$ cat src/rtl/alu_issue_ctrl_pkg.sv
// Shared definitions for the ALU issue controller: op codes, ALU function
// codes, register/func widths, status flag bit positions and FSM states.
package alu_issue_ctrl_pkg;

  localparam int REG_WIDTH = 8;
  localparam int OPP_WIDTH = 3;

  // Status (P) register bit positions
  localparam int FLAG_C = 0;
  localparam int FLAG_Z = 1;
  localparam int FLAG_I = 2;
  localparam int FLAG_D = 3;
  localparam int FLAG_B = 4;
  localparam int FLAG_V = 6;
  localparam int FLAG_N = 7;

  // Request op codes; 4'hD..4'hF are illegal
  typedef enum logic [3:0] {
    OP_LD  = 4'h0,
    OP_ADC = 4'h1,
    OP_SBC = 4'h2,
    OP_AND = 4'h3,
    OP_ORA = 4'h4,
    OP_EOR = 4'h5,
    OP_ASL = 4'h6,
    OP_ROL = 4'h7,
    OP_LSR = 4'h8,
    OP_ROR = 4'h9,
    OP_CMP = 4'hA,
    OP_INC = 4'hB,
    OP_DEC = 4'hC
  } op_e;

  // Function codes presented to the ALU
  typedef enum logic [OPP_WIDTH-1:0] {
    NO_OPP  = 3'd0,
    ALU_SUM = 3'd1,
    ALU_AND = 3'd2,
    ALU_OR  = 3'd3,
    ALU_XOR = 3'd4,
    ALU_SR  = 3'd5
  } alu_func_e;

  typedef enum logic [1:0] {
    ST_IDLE  = 2'd0,
    ST_ISSUE = 2'd1,
    ST_WAIT  = 2'd2,
    ST_DONE  = 2'd3
  } state_e;

  // True for legal ops that need an ALU round trip (everything but LD)
  function automatic logic is_alu_op(input logic [3:0] op);
    return (op != OP_LD) && (op <= OP_DEC);
  endfunction

  // Replace N and Z in a status byte according to a result byte
  function automatic logic [REG_WIDTH-1:0] set_nz(input logic [REG_WIDTH-1:0] p,
                                                  input logic [REG_WIDTH-1:0] r);
    logic [REG_WIDTH-1:0] q;
    q         = p;
    q[FLAG_N] = r[REG_WIDTH-1];
    q[FLAG_Z] = (r == '0);
    return q;
  endfunction

endpackage

$ cat src/rtl/alu_op_map.sv
// Combinational op decode: ALU function, second operand, operand inversion,
// carry-in and which flags the ALU result is allowed to update.
module alu_op_map
  import alu_issue_ctrl_pkg::*;
(
  input  logic [3:0]           op,
  input  logic [REG_WIDTH-1:0] a,
  input  logic [REG_WIDTH-1:0] b,
  input  logic                 carry,
  output logic [OPP_WIDTH-1:0] func,
  output logic [REG_WIDTH-1:0] operand_b,
  output logic                 invert,
  output logic                 carry_in,
  output logic                 c_from_alu,
  output logic                 v_from_alu
);

  logic carry_eff;

  // Per-op ALU setup; the ALU subtracts when invert is set, so the carry
  // it sees is the borrow, hence carry_in = Ceff ^ invert below.
  always_comb begin
    func       = NO_OPP;
    operand_b  = '0;
    invert     = 1'b0;
    carry_eff  = 1'b0;
    c_from_alu = 1'b0;
    v_from_alu = 1'b0;
    case (op)
      OP_ADC: begin
        func = ALU_SUM; operand_b = b; carry_eff = carry;
        c_from_alu = 1'b1; v_from_alu = 1'b1;
      end
      OP_SBC: begin
        func = ALU_SUM; operand_b = b; invert = 1'b1; carry_eff = carry;
        c_from_alu = 1'b1; v_from_alu = 1'b1;
      end
      OP_CMP: begin
        func = ALU_SUM; operand_b = b; invert = 1'b1; carry_eff = 1'b1;
        c_from_alu = 1'b1;
      end
      OP_AND: begin func = ALU_AND; operand_b = b; end
      OP_ORA: begin func = ALU_OR;  operand_b = b; end
      OP_EOR: begin func = ALU_XOR; operand_b = b; end
      // Left shifts are a + a through the adder
      OP_ASL: begin func = ALU_SUM; operand_b = a; c_from_alu = 1'b1; end
      OP_ROL: begin
        func = ALU_SUM; operand_b = a; carry_eff = carry; c_from_alu = 1'b1;
      end
      // Right shifts shift carry_in into bit 7
      OP_LSR: begin func = ALU_SR; c_from_alu = 1'b1; end
      OP_ROR: begin func = ALU_SR; carry_eff = carry; c_from_alu = 1'b1; end
      OP_INC: begin func = ALU_SUM; operand_b = '0; carry_eff = 1'b1; end
      OP_DEC: begin func = ALU_SUM; operand_b = '1; end
      default: ;
    endcase
  end

  assign carry_in = carry_eff ^ invert;

endmodule

$ cat src/rtl/alu_issue_ctrl.sv
// ALU issue controller: accepts one request at a time, drives the external
// ALU from holding registers, derives N/Z/C/V and returns a one-cycle
// response. LD and illegal ops complete without touching the ALU.
// Optional WAIT watchdog enabled by defining ALU_TIMEOUT_EN.
module alu_issue_ctrl
  import alu_issue_ctrl_pkg::*;
#(
  parameter int TIMEOUT_CYCLES = 16
) (
  input  logic                 phi2,
  input  logic                 reset_n,
  input  logic                 req_valid,
  output logic                 req_ready,
  input  logic [3:0]           req_op,
  input  logic [REG_WIDTH-1:0] req_a,
  input  logic [REG_WIDTH-1:0] req_b,
  input  logic [REG_WIDTH-1:0] status_in,
  output logic [REG_WIDTH-1:0] alu_a,
  output logic [REG_WIDTH-1:0] alu_b,
  output logic [OPP_WIDTH-1:0] alu_func,
  output logic                 alu_carry_in,
  output logic                 alu_invert,
  output logic [REG_WIDTH-1:0] alu_status_in,
  input  logic [REG_WIDTH-1:0] alu_dout,
  input  logic [REG_WIDTH-1:0] alu_status_out,
  input  logic                 alu_wout,
  output logic                 rsp_valid,
  output logic [REG_WIDTH-1:0] rsp_result,
  output logic [REG_WIDTH-1:0] rsp_status,
  output logic                 rsp_dest_we,
  output logic                 rsp_err
);

  state_e state_reg, state_next;

  logic [3:0]           op_reg;
  logic [REG_WIDTH-1:0] a_reg, b_reg, status_reg;
  logic [REG_WIDTH-1:0] result_reg, result_next;
  logic [REG_WIDTH-1:0] rsp_status_reg, rsp_status_next;
  logic                 dest_we_reg, dest_we_next;
  logic                 err_reg, err_next;

  logic                 accept, active;
  logic [OPP_WIDTH-1:0] map_func;
  logic [REG_WIDTH-1:0] map_b;
  logic                 map_invert, map_carry_in, map_c_from_alu, map_v_from_alu;
  logic [REG_WIDTH-1:0] alu_flags;
  logic                 unused_status_bits;

`ifdef ALU_TIMEOUT_EN
  localparam int CNT_W = $clog2(TIMEOUT_CYCLES + 1);
  localparam logic [CNT_W-1:0] CNT_LAST = CNT_W'(TIMEOUT_CYCLES - 1);
  logic [CNT_W-1:0] cnt_reg, cnt_next;
`endif

  // A watchdog shorter than one cycle is meaningless; leave room for it.
  if (TIMEOUT_CYCLES < 1) begin : g_timeout_range
  end

  alu_op_map u_map (
    .op         (op_reg),
    .a          (a_reg),
    .b          (b_reg),
    .carry      (status_reg[FLAG_C]),
    .func       (map_func),
    .operand_b  (map_b),
    .invert     (map_invert),
    .carry_in   (map_carry_in),
    .c_from_alu (map_c_from_alu),
    .v_from_alu (map_v_from_alu)
  );

  assign req_ready = (state_reg == ST_IDLE);
  assign accept    = req_valid && req_ready;
  assign active    = (state_reg == ST_ISSUE) || (state_reg == ST_WAIT);

  // ALU sees a quiet bus except while an op is issued or awaited
  assign alu_func      = active ? map_func : NO_OPP;
  assign alu_a         = active ? a_reg : '0;
  assign alu_b         = active ? map_b : '0;
  assign alu_invert    = active ? map_invert : 1'b0;
  assign alu_carry_in  = active ? map_carry_in : 1'b0;
  assign alu_status_in = active ? status_reg : '0;

  assign rsp_valid   = (state_reg == ST_DONE);
  assign rsp_result  = result_reg;
  assign rsp_status  = rsp_status_reg;
  assign rsp_dest_we = dest_we_reg;
  assign rsp_err     = err_reg;

  // Only the ALU carry and overflow bits are meaningful to us
  assign unused_status_bits = ^{alu_status_out[7], alu_status_out[5:1]};

  // New P from an ALU result: N/Z from the byte, C/V only where the op owns them
  always_comb begin
    alu_flags = set_nz(status_reg, alu_dout);
    if (map_c_from_alu) alu_flags[FLAG_C] = alu_status_out[FLAG_C] ^ map_invert;
    if (map_v_from_alu) alu_flags[FLAG_V] = alu_status_out[FLAG_V];
  end

  // Next-state and response loading
  always_comb begin
    state_next      = state_reg;
    result_next     = result_reg;
    rsp_status_next = rsp_status_reg;
    dest_we_next    = dest_we_reg;
    err_next        = err_reg;
`ifdef ALU_TIMEOUT_EN
    cnt_next        = '0;
`endif
    case (state_reg)
      ST_IDLE: begin
        if (req_valid) begin
          if (is_alu_op(req_op)) begin
            state_next = ST_ISSUE;
          end else begin
            state_next = ST_DONE;
            if (req_op == OP_LD) begin
              // LD passes the source operand straight through
              result_next     = req_a;
              rsp_status_next = set_nz(status_in, req_a);
              dest_we_next    = 1'b1;
              err_next        = 1'b0;
            end else begin
              result_next     = '0;
              rsp_status_next = status_in;
              dest_we_next    = 1'b0;
              err_next        = 1'b1;
            end
          end
        end
      end
      ST_ISSUE: state_next = ST_WAIT;
      ST_WAIT: begin
        if (alu_wout) begin
          state_next      = ST_DONE;
          result_next     = alu_dout;
          rsp_status_next = alu_flags;
          dest_we_next    = (op_reg != OP_CMP);
          err_next        = 1'b0;
        end
`ifdef ALU_TIMEOUT_EN
        else if (cnt_reg == CNT_LAST) begin
          state_next      = ST_DONE;
          result_next     = '0;
          rsp_status_next = status_reg;
          dest_we_next    = 1'b0;
          err_next        = 1'b1;
        end else begin
          cnt_next = cnt_reg + 1'b1;
        end
`endif
      end
      ST_DONE: state_next = ST_IDLE;
      default: state_next = ST_IDLE;
    endcase
  end

  // FSM state register
  always_ff @(posedge phi2) begin
    if (!reset_n) state_reg <= ST_IDLE;
    else          state_reg <= state_next;
  end

  // Request holding registers and registered response
  always_ff @(posedge phi2) begin
    if (!reset_n) begin
      op_reg         <= '0;
      a_reg          <= '0;
      b_reg          <= '0;
      status_reg     <= '0;
      result_reg     <= '0;
      rsp_status_reg <= '0;
      dest_we_reg    <= 1'b0;
      err_reg        <= 1'b0;
    end else begin
      if (accept) begin
        op_reg     <= req_op;
        a_reg      <= req_a;
        b_reg      <= req_b;
        status_reg <= status_in;
      end
      result_reg     <= result_next;
      rsp_status_reg <= rsp_status_next;
      dest_we_reg    <= dest_we_next;
      err_reg        <= err_next;
    end
  end

`ifdef ALU_TIMEOUT_EN
  // WAIT watchdog counter, cleared whenever not waiting
  always_ff @(posedge phi2) begin
    if (!reset_n) cnt_reg <= '0;
    else          cnt_reg <= cnt_next;
  end
`endif

endmodule

$ cat config.mk
export PLATFORM = sky130hd
export DESIGN_NAME = alu_issue_ctrl
export DESIGN_NICKNAME = d
export VERILOG_FILES = /design/src/rtl/alu_issue_ctrl_pkg.sv /design/src/rtl/alu_op_map.sv /design/src/rtl/alu_issue_ctrl.sv
export SDC_FILE = /design/constraint.sdc
export NUM_CORES = 1
export LEC_CHECK = 0
export CORE_ASPECT_RATIO = 0.5
export CORE_UTILIZATION = 32
export DETAILED_ROUTE_END_ITERATION = 16
export PLACE_DENSITY = 0.63
export SYNTH_ARGS = -nofsm -noshare
export SYNTH_HDL_FRONTEND = slang
export SYNTH_HIERARCHICAL = 1
export SYNTH_SLANG_ARGS = --single-unit
export TNS_END_PERCENT = 1
$ cat constraint.sdc
create_clock -name phi2 -period 1.9 [get_ports phi2]
set_clock_uncertainty 0.1 [all_clocks]
set_input_delay 0.38 -clock phi2 [delete_from_list [all_inputs] [get_ports phi2]]
set_output_delay 0.38 -clock phi2 [all_outputs]
set_load 0.005 [all_outputs]
## Word-level counts from Yosys, hierarchy flattened

Index checks and enable logic that the tools add are counted.

- Order comparisons: 1
- Eq/ne operators: 19
- Muxes and demuxes: 38
- Bitwise gates (word level): 2
- Reductions and logical operators: 20

Operators with widths:

| kind | number |
|---|---|
| 8-bit two-way mux | 11 |
| 8-bit one-hot mux with 2 select lines | 2 |
| 8-bit one-hot mux with 3 select lines | 1 |
| 4-bit equality test (second input constant) | 5 |
| 4-bit by 3-bit equality test with 1-bit output (second input constant) | 4 |
| 8-bit zero test | 2 |
| 1-bit two-way mux | 15 |
| 3-bit one-hot mux with 5 select lines | 1 |
| 7-bit OR reduction | 2 |
| 2-bit OR reduction | 5 |
| 4-bit by 2-bit equality test with 1-bit output (second input constant) | 2 |
| 2-bit one-hot mux with 4 select lines | 1 |
| 2-bit two-way mux | 3 |
| 2-bit inequality test (second input constant) | 3 |
| 1-bit one-hot mux with 2 select lines | 3 |
| 6-bit OR reduction | 1 |
| 2-bit equality test (second input constant) | 2 |
| 4-bit by 1-bit equality test with 1-bit output (second input constant) | 1 |
| 4-bit <= comparator (second input constant) | 1 |
| 4-bit zero test | 1 |
| 4-bit inequality test (second input constant) | 1 |
| 4-bit AND reduction | 1 |
| 4-bit nonzero test | 1 |
| 4-bit OR reduction | 1 |
| other kinds (8) | 10 |

- Register bits: 48
- Input bits: 48
- Output and inout bits: 49
- Logic and storage cells: 89

## Longest topological paths before layout

- Word-level depth: 7
- Mapped depth: 8
- Depth with buffers taken out: 6

## Hierarchy

The synthesis kept the hierarchy.

By module, submodules not included:

| module | times used | cells an instance | area an instance (um^2) | sequential area each (um^2) |
|---|---|---|---|---|
| alu_issue_ctrl | 1 | 278 | 2,218.4 | 960.9 |
| alu_op_map | 1 | 68 | 449.2 | 0.0 |

## Worst setup path after synthesis

OpenSTA, ideal clock, no wires.

- Path kind: input-to-reg
- Start point: input req_op[0]
- End point: register result_reg[6] (netlist: rsp_result[6])
- Library setup time: 0.070 ns
- Data arrival time: 1.840 ns
- Required time: 1.730 ns
- Setup slack: -0.110 ns
- Stages: 5
- Buffers on the path: 1
- Cells stage by stage: or4_4 > and3_1 > clkbuf_2 > or4_1 > a21oi_1

- Word-level cells in the longest chain between the ends: 5
- Elaborated cells between the ends (all ways): 10
- Classes of those cells: 1 x order compare; 1 x eq/ne; 4 x mux; 4 x reduce/logical

Ends and longest elaborated chain:

| what | line | text |
|---|---|---|
| start: declaration | alu_issue_ctrl.sv:14 | `input logic [3:0] req_op,` |
| branches (longest 5 deep; another with 4-bit <= comparator) | -- |  |
| end signal: assignment | alu_issue_ctrl.sv:183 | `result_reg <= result_next;` |
| end: declaration | alu_issue_ctrl.sv:38 | `logic [REG_WIDTH-1:0] result_reg, result_next;` |

Parallel ways; which one is timed is not known. The select of a mux whose other input is x is not followed.
A chain may end at the register's enable or synchronous reset.

## Final worst setup path

- Start point: register state_reg[0]
- End point: output alu_a[5]

- Word-level cells in the longest chain between the ends: 3
- Elaborated cells between the ends (all ways): 4
- Classes of those cells: 2 x eq/ne; 1 x mux; 1 x reduce/logical

Ends and longest elaborated chain:

| what | line | text |
|---|---|---|
| start: declaration | alu_issue_ctrl.sv:34 | `state_e state_reg, state_next;` |
| start signal: assignment | alu_issue_ctrl.sv:162 | `else state_reg <= state_next;` |
| 2-bit by 1-bit equality test with 1-bit output or 2-bit equality test (tied branches) | alu_issue_ctrl.sv:75 | `assign active = (state_reg == ST_ISSUE) \|\| (state_reg == ST_WAIT);` |
| 1-bit logical OR (*) | alu_issue_ctrl.sv:75 |  |
| 8-bit two-way mux (*) | alu_issue_ctrl.sv:79 | `assign alu_a = active ? a_reg : '0;` |
| end: declaration | alu_issue_ctrl.sv:18 | `output logic [REG_WIDTH-1:0] alu_a,` |

Mark *: on every way between the ends. The rest lies on a longest branch, timed or not.

==> flow_summary.json <==
{
  "synth_top_family_by_area": "simple AND/OR/NAND/NOR gates",
  "grt_antenna_before_repair": 0,
  "crit_slowest_cell": "dfxtp_2",
  "synth_cell_types": 47,
  "setup_viol": 28,
  "fmax_mhz": 486.1,
  "crit_start": "state_reg[0]$_SDFFE_PN0P_",
  "grtUsageTotal_pct": 21.14,
  "synthTopCellsByCount": "nand2_1, a21oi_1, dfxtp_1, and2_1, clkbuf_1",
  "crit_type": "flip-flop to output port",
  "grt_pass1_wl_mm": 14.39,
  "drt-wirelength-per-cell_um": 15.42,
  "r2r-end": "rsp_result[7]$_SDFFE_PN0P_",
  "nets": 532,
  "power_leakage_nw": 1.784,
  "synth_top_area_share_pct": 36.02,
  "hold_path_depth": 2,
  "violations": "negative setup slack",
  "grt_pass1_vias": 2844,
  "coreArea_mm2": 0.008029,
  "fin_crit_ns": 2.057,
  "synthAdderAreaFrac_pct": 1.407,
  "place_congestion": 0.8148,
  "timing_hold_violations_final": 0,
  "cp_max_fo": 4,
  "synth_cells": 346,
  "clock-sinks": 48,
  "dieArea_mm2": 0.008727,
  "finalWirelength_mm": 9.143,
  "rows": 23,
  "finalCritPeriodShare_pct": 108.3,
  "first_iter_violations": 282,
  "path_clk_slew_ns": 0.06,
  "grt_remaining_overflow": 0,
  "whs_ns": 0.3506,
  "end_kind": "output port",
  "syn-cell-area_mm2": 0.002668,
  "synth_mux_area_share_pct": 3.377,
  "arrival_ns": 1.58,
  "synth_xor_area_share_pct": 0.6567,
  "postSynth.asyncResetShare_pct": 0,
  "cts_max_path_buffers": 2,
  "synth_edf_count": 0,
  "yosys.area_share.simple_pct": 26.97,
  "synth_most_common_cell": "nand2_1",
  "synth.area.top_cells": "dfxtp_1, a21oi_1, nand2_1",
  "rsz0062_at_grt": "true",
  "area_delta_synth_final_pct": 68.53,
  "worstPathRequired_ns": 1.42,
  "dpl_cell_area_mm2": 0.004035,
  "cpPeakStageDelay_ns": 0.33,
  "cts-root-buf": "clkbuf_16",
  "critPathLaunchType": "flip-flop",
  "drive_above_1_share_pct": 29.52,
  "fp.dieW_um": 131.1,
  "drtPass1Iterations": 4,
  "drtAntennaViolNets": 0,
  "r2r_slack_ns": 0.01,
  "r2r-start": "state_reg[0]$_SDFFE_PN0P_",
  "holdCritStartpoint": "status_reg[7]$_SDFFE_PN0P_",
  "powerDensity_mw_per_mm2": 1388,
  "slew_headroom_pct": 64.32,
  "reg2regPathDepth": 7,
  "dp_hpwl_mm": 6.135,
  "io_pins": 97,
  "synth_ff_type": "dfxtp_1",
  "yosys_warnings": 6,
  "synth_top_area_cell": "dfxtp_1",
  "viasPerCell": 4.992,
  "cts_max_level": 2,
  "maxCapViolations": 0,
  "status": "finished with violations",
  "syn-num-nets": 397,
  "cts_tree": "yes",
  "hp-class": "flip-flop to flip-flop",
  "synth-compound-area-share_pct": 25.52,
  "clock_latency_ns": 0.29,
  "slew_viol_final": 0,
  "stdcell_area_mm2": 0.004496,
  "fin_ws_ns": -0.1570,
  "critical_path.cell_chain": "inv_2, ha_4, bufbuf_16, and2_1, clkdlybuf4s15_2",
  "grt_max_degree": 34,
  "synth.avg_cell_area_um2": 7.710,
  "die_h_um": 66.56,
  "vias": 2960,
  "worst_slew_pin_slew_ns": 0.5328,
  "seq_area_frac_synth_pct": 36.02,
  "remaining_drc_errors": 0,
  "ys_ff_latch": 48,
  "num_antenna_cells": 0,
  "numPortBuffers": 90,
  "cts_made_buffers": 5,
  "start_util_pct": 33.22,
  "min_to": "status_reg[7]$_SDFFE_PN0P_",
  "max-vdd-ir-drop_uv": 608.6
}
-- critical path, delay by kind of cell, from the launching register on --
| family | cells | cell delay, ns |
|---|---|---|
| buf+inv | 3 | 0.52 |
| fa+ha+maj | 1 | 0.31 |
| flops | 1 | 0.33 |
| simple gates | 1 | 0.12 |
-- cell type report --
class	count	area [um2]
Timing Repair Buffer	157	1525
Multi-Input combinational cell	265	1708
Tap cell	112	140.1
Inverter	4	15.01
Clock buffer	6	128.9
Sequential cell	48	973.4
Fill cell	720	3533
Clock inverter	1	5.005
-- power by group --
part	switching, W	internal (W)
sequential	0.000223	0.00132
clock	0.000363	0.000479
combinational	0.00168	0.00218
-- layout by cell type, fill, tap and decap left out, drive strengths merged, types with 3 or more instances in the layout --
| cell type | Yosys | routed |
|---|---|---|
| dfxtp | 48 | 48 |
| clkdlybuf4s15 | 0 | 6 |
| mux2i | 9 | 9 |
| and2 | 31 | 31 |
| ha | 3 | 3 |
| or4 | 4 | 4 |
| clkbuf | 18 | 14 |
| nor2 | 7 | 7 |
| nand3b | 3 | 3 |
| o22ai | 8 | 8 |
| nor3 | 4 | 4 |
| a211oi | 11 | 11 |
| o21ai | 6 | 6 |
| a22oi | 6 | 6 |
| o211ai | 3 | 3 |
| a21oi | 58 | 58 |
| and2b | 7 | 7 |
| o221ai | 9 | 9 |
| nor4 | 4 | 4 |
| clkdlybuf4s50 | 0 | 56 |
| buf | 11 | 81 |
| nand2 | 69 | 69 |
| inv | 3 | 3 |
| nand2b | 3 | 3 |
| dlygate4sd2 | 0 | 3 |
| nand3 | 3 | 3 |
-- metal layers --
layer,vias to the layer above,global-route usage [%],part of all wire (%)
met5,-,0,0
met4,0,5.441,0.85
met3,7,3.805,3.7
met2,52,35.57,47
met1,1396,28.09,48
li1,1505,-,-
-- kinds of logic after synthesis --
kind of cell    count (synthesis)
mux                             9
xor+xnor                        2
fa+ha+maj                       3
compound gates                110
simple gates                  141
flops                          48
buf+inv                        33
-- timing repair --
item,4_1_cts,5_1_grt
hold buffers,0,0
endpoints found under the setup margin,47,46
pin swaps,21,12
cloned,3,0
gates resized for setup,136,32
buffers inserted,11,0
-- worst max path at each step --
stage / cells past startpoint / end / slack (ns)
global route: 7 / alu_b[3] / -0.23
CTS: 7 / alu_b[0] / -0.15
finish: 5 / alu_a[5] / -0.16
floorplan: 5 / rsp_result[7]$_SDFFE_PN0P_ / -0.09
global placement: 5 / rsp_result[7]$_SDFFE_PN0P_ / -0.50
detailed placement: 5 / rsp_result[7]$_SDFFE_PN0P_ / -0.53
-- through the flow --
| step | TNS (ns) | cells | setup slack, ns | power [W] | utilization [%] |
|---|---|---|---|---|---|
| 3_5_place_dp | -11.90 | 572 | -0.5253 | 0.004534 | 50.26 |
| 6_report | -1.988 | 593 | -0.1570 | 0.006241 | 55.99 |
| 2_1_floorplan | -0.6233 | 346 | -0.09300 | 0.002946 | - |
| 5_1_grt | -3.899 | 593 | -0.2298 | 0.006654 | 55.99 |
| 4_1_cts | -3.220 | 593 | -0.1497 | 0.006122 | 55.42 |
| 3_3_place_gp | -11.64 | 572 | -0.4955 | 0.004500 | 50.26 |
(Power assumes the default switching activity.)
